==> config.mk <==
export PLATFORM = sky130hd
export DESIGN_NAME = image_uart_tx_flat
export DESIGN_NICKNAME = d
export VERILOG_FILES = /design/src/rtl/image_uart_tx_pkg.sv /design/src/rtl/image_uart_tx_if.sv /design/src/rtl/image_uart_tx_serializer.sv /design/src/rtl/image_uart_tx.sv /design/src/flat_wrapper.sv
export SDC_FILE = /design/constraint.sdc
export NUM_CORES = 1
export LEC_CHECK = 0
export ABC_AREA = 1
export BUFFER_PORTS_ARGS = -buffer_cell sky130_fd_sc_hd__buf_4
export CAP_MARGIN = 20
export CORE_MARGIN = 3
export CORE_UTILIZATION = 35
export CTS_CLUSTER_SIZE = 24
export DETAILED_ROUTE_END_ITERATION = 7
export PLACE_DENSITY_LB_ADDON = 0.12
export SLEW_MARGIN = 20
export SYNTH_ARGS = -nofsm -noshare
export SYNTH_HDL_FRONTEND = slang
export SYNTH_SLANG_ARGS = --single-unit
==> constraint.sdc <==
create_clock -name clk -period 2.28 [get_ports clk]
set_clock_uncertainty 0.05 [all_clocks]
set_input_delay 0.228 -clock clk [delete_from_list [all_inputs] [get_ports clk]]
set_output_delay 0.228 -clock clk [all_outputs]
set_load 0.02 [all_outputs]
==> src/rtl/image_uart_tx_pkg.sv <==
// Shared types and UART frame constants for the image transmitter.
// IMTX_PARITY_EN selects 8E1 framing instead of 8N1.
package imtx_pkg;

  typedef enum logic [2:0] {
    S_IDLE,
    S_FETCH,
    S_WAIT,
    S_LOAD,
    S_SEND,
    S_NEXT,
    S_DONE
  } imtx_state_e;

  localparam int DATA_BITS            = 8;
  localparam int FRAME_BITS_NOPAR     = DATA_BITS + 2;
  localparam int FRAME_BITS_PAR       = DATA_BITS + 3;
  localparam int DEFAULT_CLKS_PER_BIT = 868;

`ifdef IMTX_PARITY_EN
  localparam int FRAME_BITS = FRAME_BITS_PAR;
`else
  localparam int FRAME_BITS = FRAME_BITS_NOPAR;
`endif

  function automatic logic even_parity(input logic [DATA_BITS-1:0] data);
    return ^data;
  endfunction

endpackage

==> src/rtl/image_uart_tx_if.sv <==
// BRAM read port between the image transmitter (master) and the processed-image BRAM (slave).
interface image_uart_tx_if #(
  parameter int ADDR_W = 14
);
  logic              ena_tx;
  logic              wea_tx;
  logic [ADDR_W-1:0] addr_tx;
  logic [7:0]        dout_tx;

  modport master (output ena_tx, output wea_tx, output addr_tx, input dout_tx);
  modport slave  (input ena_tx, input wea_tx, input addr_tx, output dout_tx);
endinterface

==> src/rtl/image_uart_tx_serializer.sv <==
// UART frame serializer: start bit, 8 data bits LSB first, optional even parity, stop bit.
// Parity is compiled in only when IMTX_PARITY_EN is defined.
module uart_tx_serializer
  import imtx_pkg::*;
#(
  parameter int CLKS_PER_BIT = DEFAULT_CLKS_PER_BIT
) (
  input  logic       clk,
  input  logic       reset,
  input  logic       load_i,
  input  logic [7:0] data_i,
  output logic       done_o,
  output logic       tx_o
);

  localparam int CW = (CLKS_PER_BIT > 1) ? $clog2(CLKS_PER_BIT) : 1;
  localparam int BW = $clog2(FRAME_BITS);
  localparam int SW = FRAME_BITS - 1;

  logic [CW-1:0] baud_q, baud_d;
  logic [BW-1:0] bit_q, bit_d;
  logic [SW-1:0] sh_q, sh_d;
  logic          tx_q, tx_d;
  logic          active_q, active_d;
  logic [SW-1:0] payload;

`ifdef IMTX_PARITY_EN
  assign payload = {1'b1, even_parity(data_i), data_i};
`else
  assign payload = {1'b1, data_i};
`endif

  // done marks the final cycle of the stop bit so the caller can overlap its next step
  assign done_o = active_q && (baud_q == '0) && (bit_q == '0);
  assign tx_o   = tx_q;

  always_comb begin
    baud_d   = baud_q;
    bit_d    = bit_q;
    sh_d     = sh_q;
    tx_d     = tx_q;
    active_d = active_q;
    if (load_i) begin
      active_d = 1'b1;
      tx_d     = 1'b0;
      baud_d   = CW'(CLKS_PER_BIT - 1);
      bit_d    = BW'(FRAME_BITS - 1);
      sh_d     = payload;
    end else if (active_q) begin
      if (baud_q == '0) begin
        if (bit_q == '0) begin
          active_d = 1'b0;
        end else begin
          tx_d   = sh_q[0];
          sh_d   = {1'b1, sh_q[SW-1:1]};
          bit_d  = bit_q - BW'(1);
          baud_d = CW'(CLKS_PER_BIT - 1);
        end
      end else begin
        baud_d = baud_q - CW'(1);
      end
    end
  end

  always_ff @(posedge clk or negedge reset) begin
    if (!reset) begin
      baud_q   <= '0;
      bit_q    <= '0;
      sh_q     <= '1;
      tx_q     <= 1'b1;
      active_q <= 1'b0;
    end else begin
      baud_q   <= baud_d;
      bit_q    <= bit_d;
      sh_q     <= sh_d;
      tx_q     <= tx_d;
      active_q <= active_d;
    end
  end

endmodule

==> src/rtl/image_uart_tx.sv <==
// Streams PIXELS bytes from the processed-image BRAM over UART in ascending address order.
// Framing is 8N1 by default, 8E1 when IMTX_PARITY_EN is defined.
//
//   state | meaning
//   IDLE  | waiting for start
//   FETCH | BRAM enable pulse at addr_tx
//   WAIT  | absorb RD_LATENCY cycles of read latency
//   LOAD  | hand the byte to the serializer
//   SEND  | frame in flight
//   NEXT  | advance address or finish
//   DONE  | image sent; wait for start to fall
module image_uart_tx
  import imtx_pkg::*;
#(
  parameter int CLKS_PER_BIT = DEFAULT_CLKS_PER_BIT,
  parameter int PIXELS       = 16384,
  parameter int ADDR_W       = 14,
  parameter int RD_LATENCY   = 1
) (
  input  logic              clk,
  input  logic              reset,
  input  logic              start,
  image_uart_tx_if.master   bram,
  output logic              TxD,
  output logic              busy,
  output logic              ImTxComplete
);

  localparam logic [ADDR_W-1:0] LAST_ADDR = ADDR_W'(PIXELS - 1);

  imtx_state_e       state_q, state_d;
  logic [ADDR_W-1:0] addr_q, addr_d;
  logic [1:0]        wait_q, wait_d;
  logic              ena;
  logic              ser_load;
  logic              ser_done;

  uart_tx_serializer #(
    .CLKS_PER_BIT(CLKS_PER_BIT)
  ) u_ser (
    .clk   (clk),
    .reset (reset),
    .load_i(ser_load),
    .data_i(bram.dout_tx),
    .done_o(ser_done),
    .tx_o  (TxD)
  );

  always_comb begin
    state_d  = state_q;
    addr_d   = addr_q;
    wait_d   = wait_q;
    ena      = 1'b0;
    ser_load = 1'b0;
    unique case (state_q)
      S_IDLE: begin
        if (start) state_d = S_FETCH;
      end
      S_FETCH: begin
        ena     = 1'b1;
        wait_d  = 2'(RD_LATENCY - 1);
        state_d = S_WAIT;
      end
      S_WAIT: begin
        if (wait_q == '0) state_d = S_LOAD;
        else              wait_d  = wait_q - 2'd1;
      end
      S_LOAD: begin
        ser_load = 1'b1;
        state_d  = S_SEND;
      end
      S_SEND: begin
        if (ser_done) state_d = S_NEXT;
      end
      S_NEXT: begin
        // full-width compare: with PIXELS = 2**ADDR_W this stops at all-ones, never wraps
        if (addr_q == LAST_ADDR) begin
          state_d = S_DONE;
        end else begin
          addr_d  = addr_q + ADDR_W'(1);
          state_d = S_FETCH;
        end
      end
      S_DONE: begin
        if (!start) begin
          addr_d  = '0;
          state_d = S_IDLE;
        end
      end
      default: state_d = S_IDLE;
    endcase
  end

  always_ff @(posedge clk or negedge reset) begin
    if (!reset) begin
      state_q <= S_IDLE;
      addr_q  <= '0;
      wait_q  <= '0;
    end else begin
      state_q <= state_d;
      addr_q  <= addr_d;
      wait_q  <= wait_d;
    end
  end

  assign bram.ena_tx  = ena;
  assign bram.wea_tx  = 1'b0;
  assign bram.addr_tx = addr_q;

  assign busy         = (state_q != S_IDLE) && (state_q != S_DONE);
  assign ImTxComplete = (state_q == S_DONE);

endmodule

==> src/flat_wrapper.sv <==
// flat-port wrapper written by rule: the top's interface ports become plain ports
module image_uart_tx_flat import imtx_pkg::*;
#(
  parameter int CLKS_PER_BIT = DEFAULT_CLKS_PER_BIT,
  parameter int PIXELS       = 16384,
  parameter int ADDR_W       = 14,
  parameter int RD_LATENCY   = 1
)
  (clk, reset, start, TxD, busy, ImTxComplete, bram_ena_tx, bram_wea_tx, bram_addr_tx, bram_dout_tx);
  image_uart_tx_if #(.ADDR_W(ADDR_W)) bram_i ();
  input  logic clk;
  input  logic reset;
  input  logic start;
  output logic TxD;
  output logic busy;
  output logic ImTxComplete;
  output wire logic [$bits(bram_i.ena_tx)-1:0] bram_ena_tx;
  output wire logic [$bits(bram_i.wea_tx)-1:0] bram_wea_tx;
  output wire logic [$bits(bram_i.addr_tx)-1:0] bram_addr_tx;
  input wire logic [$bits(bram_i.dout_tx)-1:0] bram_dout_tx;
  assign bram_ena_tx = bram_i.ena_tx;
  assign bram_wea_tx = bram_i.wea_tx;
  assign bram_addr_tx = bram_i.addr_tx;
  assign bram_i.dout_tx = bram_dout_tx;
  image_uart_tx #(.CLKS_PER_BIT(CLKS_PER_BIT), .PIXELS(PIXELS), .ADDR_W(ADDR_W), .RD_LATENCY(RD_LATENCY)) u_core (.clk(clk), .reset(reset), .start(start), .bram(bram_i), .TxD(TxD), .busy(busy), .ImTxComplete(ImTxComplete));
endmodule
* Yosys cells after proc, flatten, opt, wreduce, memory -nomap -nowiden *
Index checks and enable logic that the tools add are counted.

word-level totals
  register bits after elaboration = 44
  logic and storage cells = 78

cells by class
  add/subtract/negate cells = 4
  equal/unequal tests = 16
  multiplexer cells = 33
  reductions and logical operators = 17

operator list
  kind                   number
  $mux 10                4
  $mux 9                 4
  $mux 14                2
  $pmux 14 s2            1
  $pmux 3 s7             1
  $mux 4                 4
  $mux 3                 5
  $add 14x1->14 const B  1
  $eq 14x14->1 const B   1
  $logic_not 10->1       1
  $mux 1                 10
  $sub 10x1->10 const B  1
  $eq 3x3->1 const B     3
  $ne 2x2->1 const B     4
  $reduce_bool 2->1      4
  $eq 3x2->1 const B     2
  $ne 2x1->1 const B     3
  $reduce_and 3->1       2
  $logic_not 4->1        1
  $pmux 2 s2             1
  $reduce_and 2->1       2
  $reduce_and 4->1       1
  $sub 4x1->4 const B    1
  $eq 3x1->1 const B     1
  other kinds (8)        10

* Longest topological paths before layout *
Gate-level depths: netlist (run 1).

  depth after elaboration = 5
  depth in mapped cells = 11
  mapped depth without buffers = 10

* Modules after synthesis *
Synthesis (run 1) repeated with hierarchy kept, for this count alone.

unflattened totals
  cell total of the unflattened synthesis = 363
  area, all modules = 2682.6 um^2

modules (own cells, without submodules)
  module              times used  cells each  area an instance (um^2)  sequential area each (um^2)
  uart_tx_serializer  1           187         1408.9                   611.8
  image_uart_tx       1           176         1273.7                   475.5

* Worst setup path before layout (run 1) *
No wires, ideal clock.

  kind = flip-flop to flip-flop
  start point = register u_core.addr_q[0] (netlist: u_core.bram.addr_tx[0])
  end point = register u_core.addr_q[11] (netlist: u_core.bram.addr_tx[11])
  library setup time = 120 ps
  arrival = 1502 ps
  data required time = 2110 ps
  setup slack = 608 ps
  cell stages (with the launch flop) = 10
  clock period less this slack = 1672 ps
  cells stage by stage = dfrtp_1 ha_1 nand3_2 inv_2 nand2_4 nor2_4 nor2_4 buf_8 a21oi_1 nor2_1

on the way
  cells in the longest elaborated chain, start to end = 3
  elaborated cells on any way between the ends = 6
  those cells by class = add/sub: 1; eq/ne: 2; mux: 2; reduce/logical: 1

RTL lines
  item                                             RTL line                                  source
  from (decl)                                      image_uart_tx.sv:32                       logic [ADDR_W-1:0] addr_q, addr_d;
  from (signal assigned)                           image_uart_tx.sv:101                      addr_q <= addr_d;
  $add 14x1->14 or $eq 14x14->1 (tied branches)    image_uart_tx.sv:80, image_uart_tx.sv:77
  $mux 14 or $ne 2x2->1 (tied branches)            --
  $pmux 14 s2 or $reduce_and 3->1 (tied branches)  --

Parallel ways exist; a longest one is shown, timed or not. The select of a mux whose other input is x is not followed.
A chain may end at the register's enable or synchronous reset.

* Final worst setup path (run 1) *
  start point = register u_core.u_ser.bit_q[0]
  end point = register u_core.u_ser.bit_q[3]

on the way
  cells in the longest elaborated chain, start to end = 5
  elaborated cells on any way between the ends = 8
  those cells by class = add/sub: 1; eq/ne: 1; mux: 4; reduce/logical: 2

RTL lines
  item                    RTL line                        source
  from (decl)             image_uart_tx_serializer.sv:21  logic [BW-1:0] bit_q, bit_d;
  from (signal assigned)  image_uart_tx_serializer.sv:74  bit_q <= bit_d;
  $sub 4x1->4             image_uart_tx_serializer.sv:56  bit_d = bit_q - BW'(1);
  $mux 4                  image_uart_tx_serializer.sv:51  if (bit_q == '0) begin
  $mux 4                  image_uart_tx_serializer.sv:50  if (baud_q == '0) begin
  $mux 4                  image_uart_tx_serializer.sv:49  end else if (active_q) begin
  $mux 4                  image_uart_tx_serializer.sv:43  if (load_i) begin

Parallel ways exist; a longest one is shown, timed or not. The select of a mux whose other input is x is not followed.

==> insert_results.sql, run 1 <==
INSERT INTO impl_metrics (metric_group, metric, value, unit) VALUES
('finish', 'drive_gt1_frac', '0.230', ''),
('grt', 'gr-total-overflow', '0', ''),
('sta', 'report.final.slew_viol_count', '0', ''),
('cts', 'max-clock-path-buffers', '2', ''),
('placement', 'hpwl', '4.03', 'mm'),
('setup_path', 'critical_path.max_stage_delay', '0.60', 'ns'),
('min_path', 'whs_endpoint', 'u_core.u_ser.sh_q[7]', ''),
('setup_path', 'worst_r2r_startpoint', 'u_core.u_ser.bit_q[0]', ''),
('power_and_ir_drop', 'max-vdd-ir-drop', '0.449', 'mV'),
('routing', 'remaining_drc_errors', '0', ''),
('finish', 'antenna_cells_inserted', '0', ''),
('setup_path', 'worst_path_max_delay_cell', 'sky130_fd_sc_hd__a21oi_4', ''),
('sta', 'finalSetupViolations', '0', ''),
('min_path', 'hold_path_cells', '3', ''),
('setup_path', 'path_common_cell', 'sky130_fd_sc_hd__nor2_1', ''),
('sta', 'timing.setup.tns', '0', 'ns'),
('routing', 'dr.pass1.iters', '4', ''),
('logic_synthesis', 'synth-warning-count', '0', ''),
('placement', 'io_buffers', '28', ''),
('cts', 'cts-root-buf', 'sky130_fd_sc_hd__clkbuf_8', ''),
('run_status', 'status', 'finished clean', ''),
('setup_path', 'setup.reg_to_reg.worst_slack', '0.36', 'ns'),
('placement', 'placement.cell_area', '2960', 'sq um'),
('logic_synthesis', 'post_synth_num_cell_types', '34', ''),
('sta', 'layout_min_cycle_time', '1.92', 'ns'),
('grt', 'globalRouteTotalUtil', '0.133', ''),
('setup_path', 'worstSetupPathType', 'reg2reg', ''),
('routing', 'drt_wl_total', '5.52', 'mm'),
('die', 'ioPinCount', '30', ''),
('power_and_ir_drop', 'pwr_density_cell', '997', 'nW/um^2'),
('sta', 'slew-limit-headroom', '0.522', ''),
('setup_path', 'crit_required', '2.38', 'ns'),
('cts', 'post_cts_setup_buffer_count', '0', ''),
('cts', 'cts.sinks', '43', ''),
('die', 'die-height', '93.7', 'um'),
('die', 'core_region_area', '7370', 'sq um'),
('sta', 'hold-worst-slack', '0.127', 'ns'),
('cts', 'cts_stage_hold_buffer_count', '1', ''),
('setup_path', 'crit_path_start_kind', 'flop', ''),
('power_and_ir_drop', 'power.static_leakage', '1.57', 'nW'),
('cts', 'tritoncts', 'yes', ''),
('logic_synthesis', 'synth.avg_cell_area', '7.67', 'sq um'),
('grt', 'grt_antenna_before_repair', '0', ''),
('die', 'effective_utilization_at_floorplan', '0.366', ''),
('finish', 'final_net_count', '397', ''),
('sta', 'fin_crit_sh', '0.842', ''),
('setup_path', 'arrival', '2.02', 'ns'),
('logic_synthesis', 'synth-seq-cells', '43', ''),
('setup_path', 'crit-reg2reg-capture', 'u_core.u_ser.bit_q[3]', ''),
('setup_path', 'cp_max_fo', '24', ''),
('die', 'placementRows', '31', ''),
('logic_synthesis', 'asyncSetResetFlopFracSynth', '1.00', ''),
('cts', 'clock_tree.htree_level_count', '2', ''),
('logic_synthesis', 'syn-num-nets', '367', ''),
('finish', 'layout.core_utilization', '0.417', ''),
('routing', 'per_cell_routed_wire_length', '11.5', 'um'),
('routing', 'viasPerCell', '4.58', ''),
('setup_path', 'worstPathCellList', 'inv_1 -> ha_1 -> nand2_1 -> nor2_1 -> nor2_1 -> a21oi_4 -> o21ai_0', ''),
('logic_synthesis', 'syn_area', '2690', 'sq um'),
('logic_synthesis', 'synth_ff_type', 'sky130_fd_sc_hd__dfrtp_1', ''),
('logic_synthesis', 'synth-edff-count', '0', ''),
('grt', 'grt_first_pass_wirelength', '9.54', 'mm'),
('cts', 'post_cts.resized_instances', '0', ''),
('sta', 'worstMarginPinSlew', '0.715', 'ns'),
('logic_synthesis', 'synth_seq_area_share', '0.404', ''),
('cts', 'clock_insertion_delay_worst_skew', '0.30', 'ns'),
('sta', 'fmax', '521', 'MHz'),
('grt', 'maximum_number_of_pins_on_one_net_before_global_route_repair', '44', ''),
('min_path', 'min_from', 'bram_dout_tx[7]', ''),
('grt', 'grt_pass1_vias', '2058', ''),
('routing', 'drt.antenna.violating_nets', '0', '');
synthesized netlist by cell type (all sizes together), types with 4 or more instances:
| cell | instances | area (sq um) |
|---|---|---|
| dfstp | 9 | 236 |
| buf | 7 | 71.3 |
| inv | 43 | 161 |
| nand4 | 4 | 25.0 |
| nor2 | 50 | 230 |
| dfrtp | 34 | 851 |
| o21ai | 22 | 144 |
| mux2i | 6 | 60.1 |
| ha | 5 | 62.6 |
| nor3 | 6 | 41.3 |
| a21oi | 8 | 58.8 |
| nand2 | 110 | 438 |
| nand3 | 31 | 190 |
| xor2 | 7 | 61.3 |
sequential cells by signal, summed over array words and instances, names as in the netlist:
| name | flops |
|---|---|
| u_core.bram.addr_tx | 14 |
| u_core.state_q | 3 |
| u_core.u_ser.active_q | 1 |
| u_core.u_ser.baud_q | 10 |
| u_core.u_ser.bit_q | 4 |
| u_core.u_ser.sh_q | 8 |
| u_core.u_ser.tx_o | 1 |
| u_core.wait_q | 2 |
power breakdown:
part           leakage (nW)  switching [mW]  internal [mW]
Sequential            0.521           0.235           1.05
Combinational          1.00           0.748          0.495
Clock                0.0515           0.260          0.277
critical path: cells and delay by family, from the launching register on:
family | cells | cell delay [ns]
flops | 1 | 0.38
fa+ha+maj | 1 | 0.16
compound gates | 2 | 0.78
simple gates | 3 | 0.28
buf+inv | 1 | 0.13
cell type report:
type | count | area, sq um
well taps | 99 | 124
fillers | 816 | 4300
inverters | 43 | 161
multi-input cells | 258 | 1370
flip-flops and latches | 43 | 1090
clock buffers | 8 | 100
repair buffers | 30 | 228
how the worst max path moves through the flow:
stage,slack [ns],from,to
after floorplan,0.61,u_core.bram.addr_tx[0],u_core.bram.addr_tx[11]
after global placement,0.38,u_core.u_ser.baud_q[0],u_core.u_ser.baud_q[6]
after detailed placement,0.34,u_core.u_ser.bit_q[0],u_core.u_ser.bit_q[3]
after CTS,0.33,u_core.u_ser.bit_q[0],u_core.u_ser.bit_q[3]
after global routing,0.11,u_core.u_ser.baud_q[0],u_core.u_ser.baud_q[2]
final,0.36,u_core.u_ser.bit_q[0],u_core.u_ser.bit_q[3]
stage by stage:
stage / total power, mW / cells / setup WS (ns)
2_1_floorplan: 2.26 / 351 / 0.608
3_3_place_gp: 2.54 / 472 / 0.385
3_5_place_dp: 2.56 / 472 / 0.345
4_1_cts: 3.11 / 481 / 0.329
5_1_grt: 3.34 / 481 / 0.112
6_report: 3.07 / 481 / 0.360
routing by layer:
metal	up-vias	track usage	routed length, um
met2	29	0.198	2360
met1	1010	0.192	2910
li1	1160	-	-
met5	-	0	0
met4	0	0.0397	57
met3	4	0.0288	186
layout by cell type (no fill, tap or decap), types with 8 or more instances in the layout:
cell | netlist | routed
sky130_fd_sc_hd__nand2_1 | 104 | 104
sky130_fd_sc_hd__o21ai_2 | 9 | 9
sky130_fd_sc_hd__nor2_2 | 8 | 8
sky130_fd_sc_hd__inv_1 | 39 | 39
sky130_fd_sc_hd__nand3_1 | 24 | 24
sky130_fd_sc_hd__dfrtp_1 | 34 | 34
sky130_fd_sc_hd__dfstp_2 | 9 | 9
sky130_fd_sc_hd__o21ai_0 | 10 | 10
sky130_fd_sc_hd__nor2_1 | 39 | 39
sky130_fd_sc_hd__buf_4 | 3 | 29
cell families (layout without fill, tap and decap cells):
group                      after synthesis  in the layout  share of synthesized area
AOI/OAI and AO/OA                       32             32                     0.0804
adders and majority gates                5              5                     0.0232
and+or+nand+nor                        205            205                      0.353
other                                    1              1                    0.00139
xor gates and xnor gates                 9              9                     0.0293
DFF                                     43             43                      0.404
buffers and inverters                   50             81                     0.0864
muxes                                    6              6                     0.0223
Power figures use the tool's default switching activity.
==> run 2, diff against run 1 <==
Clock period 2.28 ns to 1.8 ns, I/O delays scaled along.
==> run 2 against run 1 <==
Cell count rose by 2.3%. Die area is the same. Critical path depth up 3. Count of clock-buffer cells in the layout is the same. Hold slack worse by 0.046 ns. Cell area increased by 3.6%. Largest cell class unchanged. Non-clock buffer count grew 11. Wire length is 3.2% higher.
==> insert_results.sql, run 2 (synthesized netlist as in run 1, its figures left out) <==
INSERT INTO impl_metrics (metric_group, metric, value, unit) VALUES
('routing', 'vias', '2248', ''),
('power_and_ir_drop', 'power.static_leakage', '1.63', 'nW'),
('grt', 'grt_first_pass_wirelength', '10.0', 'mm'),
('sta', 'finalWorstSetupSlack', '0.135', 'ns'),
('routing', 'drt.antenna.violating_nets', '0', ''),
('cts', 'max-clock-path-buffers', '2', ''),
('die', 'dieArea', '8790', 'sq um'),
('setup_path', 'cp_max_fo', '7', ''),
('cts', 'clock_insertion_delay_worst_skew', '0.29', 'ns'),
('sta', 'finalSetupViolations', '0', ''),
('sta', 'fmax', '601', 'MHz'),
('cts', 'cts_buffers', '5', ''),
('sta', 'slew-limit-headroom', '0.612', ''),
('setup_path', 'worstPathCellList', 'inv_1 -> ha_2 -> nand2_1 -> nor2_2 -> nand2_1 -> nand2_2 -> nand2_2 -> buf_4 -> nor2_1 -> a21oi_1', ''),
('cts', 'cts-root-buf', 'sky130_fd_sc_hd__clkbuf_8', ''),
('finish', 'highest_count_cells_in_the_layout_ignoring_fill_and_taps', 'sky130_fd_sc_hd__nand2_1 (102), sky130_fd_sc_hd__buf_4 (39), sky130_fd_sc_hd__inv_1 (38), sky130_fd_sc_hd__nor2_1 (37), sky130_fd_sc_hd__dfrtp_1 (34)', ''),
('run_status', 'status', 'finished clean', ''),
('setup_path', 'worst_path_dominant_cell_family', 'simple AND/OR/NAND/NOR gates', ''),
('die', 'ioPinCount', '30', ''),
('min_path', 'hold_path_cells', '3', ''),
('power_and_ir_drop', 'net-switching-power', '1.62', 'mW'),
('finish', 'fin_cells', '492', ''),
('power_and_ir_drop', 'switching_share', '0.402', ''),
('power_and_ir_drop', 'finalPower', '4.03', 'mW'),
('sta', 'hold_viol', '0', ''),
('routing', 'drt_wl_total', '5.69', 'mm'),
('sta', 'fin_crit_sh', '0.925', ''),
('cts', 'clock_tree.htree_level_count', '2', ''),
('placement', 'hpwl', '4.19', 'mm'),
('power_and_ir_drop', 'power.combinational.fraction', '0.430', ''),
('finish', 'layout.cells.most_common', 'sky130_fd_sc_hd__nand2_1', ''),
('finish', 'finalInstanceArea', '3190', 'sq um'),
('cts', 'cts.reportedPaths.clkPinSlew', '0.09', 'ns'),
('placement', 'gp_congestion', '0.791', ''),
('die', 'die_w', '93.7', 'um'),
('routing', 'iteration_0_drc_markers', '103', ''),
('setup_path', 'arrival', '1.80', 'ns'),
('setup_path', 'crit_required', '1.93', 'ns'),
('power_and_ir_drop', 'power.sequential.fraction', '0.397', ''),
('cts', 'cts.sinks', '43', ''),
('finish', 'final_net_count', '408', ''),
('sta', 'report.final.slew_viol_count', '0', ''),
('grt', 'globalRouteTotalUtil', '0.141', ''),
('setup_path', 'worst_path_max_delay_cell', 'sky130_fd_sc_hd__dfrtp_1', ''),
('routing', 'remaining_drc_errors', '0', ''),
('placement', 'io_buffers', '28', ''),
('routing', 'dr.pass1.iters', '4', ''),
('finish', 'area.growth.synth_to_final', '18.3', '%'),
('placement', 'dpl.cell_count', '482', ''),
('power_and_ir_drop', 'internal_power', '2.41', 'mW'),
('die', 'core_region_area', '7370', 'sq um'),
('grt', 'grt_pass1_vias', '2176', ''),
('sta', 'layout_min_cycle_time', '1.66', 'ns'),
('grt', 'grt_antenna_before_repair', '0', ''),
('finish', 'layout.core_utilization', '0.432', ''),
('sta', 'hold-worst-slack', '0.0811', 'ns'),
('run', 'drv_cap', '0', ''),
('setup_path', 'crit_path_start_kind', 'flop', ''),
('grt', 'gr-total-overflow', '0', ''),
('setup_path', 'reg2reg_depth', '10', ''),
('die', 'placementRows', '31', ''),
('routing', 'per_cell_routed_wire_length', '11.6', 'um'),
('power_and_ir_drop', 'p_clk_frac', '0.173', ''),
('power_and_ir_drop', 'pwr_density_cell', '1260', 'nW/um^2'),
('setup_path', 'crit_cells', '10', ''),
('placement', 'dp_worst_setup_slack', '0.0686', 'ns'),
('sta', 'unrepaired_setup_endpoints_after_global_routing', 'false', ''),
('power_and_ir_drop', 'max-vdd-ir-drop', '0.607', 'mV'),
('routing', 'viasPerCell', '4.57', ''),
('setup_path', 'worstSetupPathType', 'reg2reg', ''),
('placement', 'placement.cell_area', '3050', 'sq um'),
('cts', 'tritoncts', 'yes', ''),
('sta', 'timing.setup.tns', '0', 'ns'),
('grt', 'maximum_number_of_pins_on_one_net_before_global_route_repair', '44', ''),
('finish', 'antenna_cells_inserted', '0', ''),
('setup_path', 'cp-end-kind', 'flop', ''),
('die', 'effective_utilization_at_floorplan', '0.366', ''),
('setup_path', 'critical_path.max_stage_delay', '0.40', 'ns'),
('finish', 'drive_gt1_frac', '0.270', ''),
('sta', 'worstMarginPinSlew', '0.582', 'ns'),
('setup_path', 'timing.critical_path.buf_inv', '2', ''),
('min_path', 'hp-class', 'in2reg', ''),
('die', 'die-height', '93.7', 'um'),
('finish', 'largest_register_ffs', '14', '');
==> run 2: timing repair <==
item / CTS / global route
setup endpoints to repair: 0 / 21
hold buffers: 1 / 0
setup buffers: 0 / 1
endpoints found under the hold margin: 34 / 0
resized for setup: 0 / 7
==> run 2: layout make-up <==
| type | count | area, sq um |
|---|---|---|
| fill | 788 | 4180 |
| sequential | 43 | 1090 |
| multi-input combinational | 258 | 1390 |
| clock buffer | 8 | 100 |
| timing repair buffer | 41 | 323 |
| inverter | 43 | 161 |
| tap | 99 | 124 |
==> run 2: per-layer routing <==
layer	global-route usage	vias up	share of wire	wire length [um]
met1	0.203	1036	0.51	2900
met4	0.0397	0	0.0063	36
met2	0.217	28	0.45	2570
met3	0.0256	2	0.032	181
met5	0	-	0	0
li1	-	1182	-	-
==> run 2: worst register-to-register path, stage by stage (launching register included) <==
cell and delay (ns):
sky130_fd_sc_hd__dfrtp_1 0.40, sky130_fd_sc_hd__inv_1 0.09, sky130_fd_sc_hd__ha_2 0.20, sky130_fd_sc_hd__nand2_1 0.07
sky130_fd_sc_hd__nor2_2 0.13, sky130_fd_sc_hd__nand2_1 0.12, sky130_fd_sc_hd__nand2_2 0.10, sky130_fd_sc_hd__nand2_2 0.10
sky130_fd_sc_hd__buf_4 0.17, sky130_fd_sc_hd__nor2_1 0.09, sky130_fd_sc_hd__a21oi_1 0.05
==> run 2: power by group through the flow <==
stage               combinational [mW]  sequential [mW]  clock, mW
finish                            1.73             1.60      0.698
global placement                  1.72             1.62          0
detailed placement                1.75             1.61          0
floorplan                         1.23             1.63          0
CTS                               1.75             1.60      0.728
global route                      1.98             1.65      0.769
==> run 2: path summary, 6_finish.rpt <==
| kind | end | startpoint | slack [ns] |
|---|---|---|---|
| setup reg to reg | u_core.u_ser.baud_q[1] | u_core.u_ser.baud_q[0] | 0.14 |
| max in group asynchronous | u_core.bram.addr_tx[7] | reset | 0.92 |
| setup / recovery | u_core.u_ser.baud_q[1] | u_core.u_ser.baud_q[0] | 0.14 |
| min in group asynchronous | u_core.u_ser.baud_q[4] | reset | 0.38 |
| hold reg to reg | u_core.u_ser.sh_q[4] | u_core.u_ser.sh_q[4] | 0.43 |
| hold / removal | u_core.u_ser.sh_q[7] | bram_dout_tx[7] | 0.08 |
==> run 3, diff against run 2 <==
Clock period 1.8 ns to 2 ns, I/O delays scaled along.
==> run 3 against run 2 <==
Critical path depth did not move. Via count fell by 1.6%. Global-route usage rose by 0.16 points. Sequential share of layout area rose by 0.81 points. Setup slack improved by 0.055 ns. Die area did not move. Critical endpoint is now u_core.u_ser.baud_q[0]. Largest cell class unchanged. Highest routed layer unchanged.
==> insert_results.sql, run 3 (synthesized netlist as in run 1, its figures left out) <==
INSERT INTO impl_metrics (metric_group, metric, value, unit) VALUES
('run_status', 'status', 'finished clean', ''),
('finish', 'largest_register_ffs', '14', ''),
('finish', 'drive_gt1_frac', '0.241', ''),
('setup_path', 'reg2reg_depth', '10', ''),
('placement', 'io_buffers', '28', ''),
('routing', 'drt.antenna.violating_nets', '0', ''),
('finish', 'layout.cells.most_common', 'sky130_fd_sc_hd__nand2_1', ''),
('cts', 'cts_buffers', '5', ''),
('sta', 'layout_min_cycle_time', '1.81', 'ns'),
('sta', 'fmax', '553', 'MHz'),
('finish', 'area.growth.synth_to_final', '15.5', '%'),
('cts', 'clock_insertion_delay_worst_skew', '0.30', 'ns'),
('grt', 'grt_first_pass_wirelength', '10.1', 'mm'),
('die', 'die_w', '93.7', 'um'),
('grt', 'grt_antenna_before_repair', '0', ''),
('cts', 'cts.reportedPaths.clkPinSlew', '0.08', 'ns'),
('die', 'effective_utilization_at_floorplan', '0.366', ''),
('setup_path', 'worstSetupPathType', 'reg2reg', ''),
('die', 'dieArea', '8790', 'sq um'),
('die', 'placementRows', '31', ''),
('min_path', 'whs_endpoint', 'u_core.u_ser.sh_q[7]', ''),
('die', 'core_region_area', '7370', 'sq um'),
('setup_path', 'cp-end-kind', 'flop', ''),
('setup_path', 'setup.reg_to_reg.worst_slack', '0.19', 'ns'),
('cts', 'cts.sinks', '43', ''),
('finish', 'highest_count_cells_in_the_layout_ignoring_fill_and_taps', 'sky130_fd_sc_hd__nand2_1 (103), sky130_fd_sc_hd__inv_1 (39), sky130_fd_sc_hd__nor2_1 (39), sky130_fd_sc_hd__dfrtp_1 (34), sky130_fd_sc_hd__buf_4 (31)', ''),
('placement', 'gp_congestion', '0.814', ''),
('min_path', 'hold_path_cells', '3', ''),
('cts', 'max-clock-path-buffers', '2', ''),
('power_and_ir_drop', 'pwr_density_cell', '1120', 'nW/um^2'),
('routing', 'viasPerCell', '4.56', ''),
('routing', 'iteration_0_drc_markers', '109', ''),
('setup_path', 'cp_max_fo', '7', ''),
('grt', 'grt_pass1_vias', '2091', ''),
('power_and_ir_drop', 'finalPower', '3.50', 'mW'),
('sta', 'worstMarginPinSlew', '0.568', 'ns'),
('run', 'drv_cap', '0', ''),
('finish', 'fillerInstances', '782', ''),
('setup_path', 'crit-reg2reg-capture', 'u_core.u_ser.baud_q[0]', ''),
('routing', 'drt_wl_total', '5.83', 'mm'),
('grt', 'maximum_number_of_pins_on_one_net_before_global_route_repair', '44', ''),
('sta', 'fin_crit_sh', '0.905', ''),
('cts', 'clock_tree.htree_level_count', '2', ''),
('die', 'die-height', '93.7', 'um'),
('sta', 'unrepaired_setup_endpoints_after_global_routing', 'false', ''),
('placement', 'hpwl', '4.09', 'mm'),
('sta', 'hold_viol', '0', ''),
('grt', 'globalRouteTotalUtil', '0.143', ''),
('grt', 'gr-total-overflow', '0', ''),
('cts', 'post_cts_setup_buffer_count', '0', ''),
('cts', 'cts-root-buf', 'sky130_fd_sc_hd__clkbuf_8', ''),
('routing', 'dr.pass1.iters', '4', ''),
('routing', 'remaining_drc_errors', '0', ''),
('power_and_ir_drop', 'max-vdd-ir-drop', '0.475', 'mV'),
('sta', 'slew-limit-headroom', '0.621', ''),
('cts', 'tritoncts', 'yes', ''),
('sta', 'report.final.slew_viol_count', '0', ''),
('power_and_ir_drop', 'power.static_leakage', '1.58', 'nW'),
('setup_path', 'worst_r2r_startpoint', 'u_core.u_ser.bit_q[1]', ''),
('min_path', 'hp-class', 'in2reg', ''),
('sta', 'finalSetupViolations', '0', ''),
('sta', 'timing.setup.tns', '0', 'ns'),
('min_path', 'min_from', 'bram_dout_tx[7]', ''),
('routing', 'per_cell_routed_wire_length', '12.0', 'um'),
('finish', 'antenna_cells_inserted', '0', ''),
('die', 'ioPinCount', '30', ''),
('setup_path', 'crit_path_start_kind', 'flop', ''),
('routing', 'vias', '2212', ''),
('setup_path', 'crit_required', '2.17', 'ns'),
('setup_path', 'arrival', '1.98', 'ns'),
('finish', 'final_net_count', '401', '');
[run 3: layout make-up]
| class | count | area (sq um) | share of cell area |
|---|---|---|---|
| repair buffers | 33 | 263 | 0.0844 |
| inverters | 43 | 161 | 0.0519 |
| clock inverters | 1 | 5.00 | 0.00161 |
| clock buffers | 7 | 76.3 | 0.0245 |
| well taps | 99 | 124 | 0.0398 |
| multi-input cells | 259 | 1400 | 0.448 |
| flip-flops and latches | 43 | 1090 | 0.349 |
[run 3: repair_timing]
action                                  CTS  global route
endpoints found under the setup margin    0            20
hold buffers                              1             0
gates resized for setup                   0             3
endpoints found under the hold margin    34             0
[run 3: critical path: stages (launching register included)]
cell	delay [ns]
sky130_fd_sc_hd__dfrtp_1	0.38
sky130_fd_sc_hd__inv_1	0.07
sky130_fd_sc_hd__ha_1	0.17
sky130_fd_sc_hd__nand2_1	0.06
sky130_fd_sc_hd__nor2_1	0.04
sky130_fd_sc_hd__nor2_1	0.40
sky130_fd_sc_hd__nor2_1	0.10
sky130_fd_sc_hd__nand2_2	0.16
sky130_fd_sc_hd__buf_4	0.16
sky130_fd_sc_hd__nor2_1	0.04
sky130_fd_sc_hd__a21oi_1	0.11
[run 3: where the power goes]
| group | leakage [nW] | internal (mW) | switching [mW] |
|---|---|---|---|
| clock network | 0.0422 | 0.246 | 0.313 |
| registers | 0.521 | 1.20 | 0.268 |
| logic | 1.02 | 0.588 | 0.883 |
| total | 1.58 | 2.03 | 1.46 |
[run 3: how the worst max path moves through the flow]
stage / from / endpoint / slack [ns] / cells past startpoint
floorplan: u_core.bram.addr_tx[0] / u_core.bram.addr_tx[11] / 0.33 / 9
global placement: u_core.u_ser.baud_q[0] / u_core.u_ser.bit_q[3] / 0.12 / 6
detailed placement: u_core.u_ser.baud_q[0] / u_core.u_ser.bit_q[3] / 0.07 / 6
CTS: u_core.u_ser.baud_q[0] / u_core.u_ser.bit_q[3] / 0.05 / 6
global route: u_core.u_ser.bit_q[1] / u_core.u_ser.baud_q[1] / 0.04 / 10
finish: u_core.u_ser.bit_q[1] / u_core.u_ser.baud_q[0] / 0.19 / 10
[run 3: layer usage]
layer  global-route usage  part of all wire  vias to the layer above
met4               0.0361            0.0065                        0
met2                0.207              0.43                       37
li1                     -                 -                     1172
met1                0.213              0.53                     1001
met5                    0                 0                        -
met3               0.0329             0.034                        2
[run 3: metrics by stage]
step | setup WS (ns) | util | std cells | hold slack [ns] | instance area [sq um]
global placement | 0.121 | 0.407 | 475 | 0.189 | 3000
detailed placement | 0.0677 | 0.407 | 475 | 0.190 | 3000
finish | 0.190 | 0.422 | 485 | 0.0889 | 3110
floorplan | 0.328 | - | 351 | -0.146 | 2690
CTS | 0.0471 | 0.419 | 484 | 0.0837 | 3090
global route | 0.0371 | 0.422 | 485 | 0.0873 | 3110
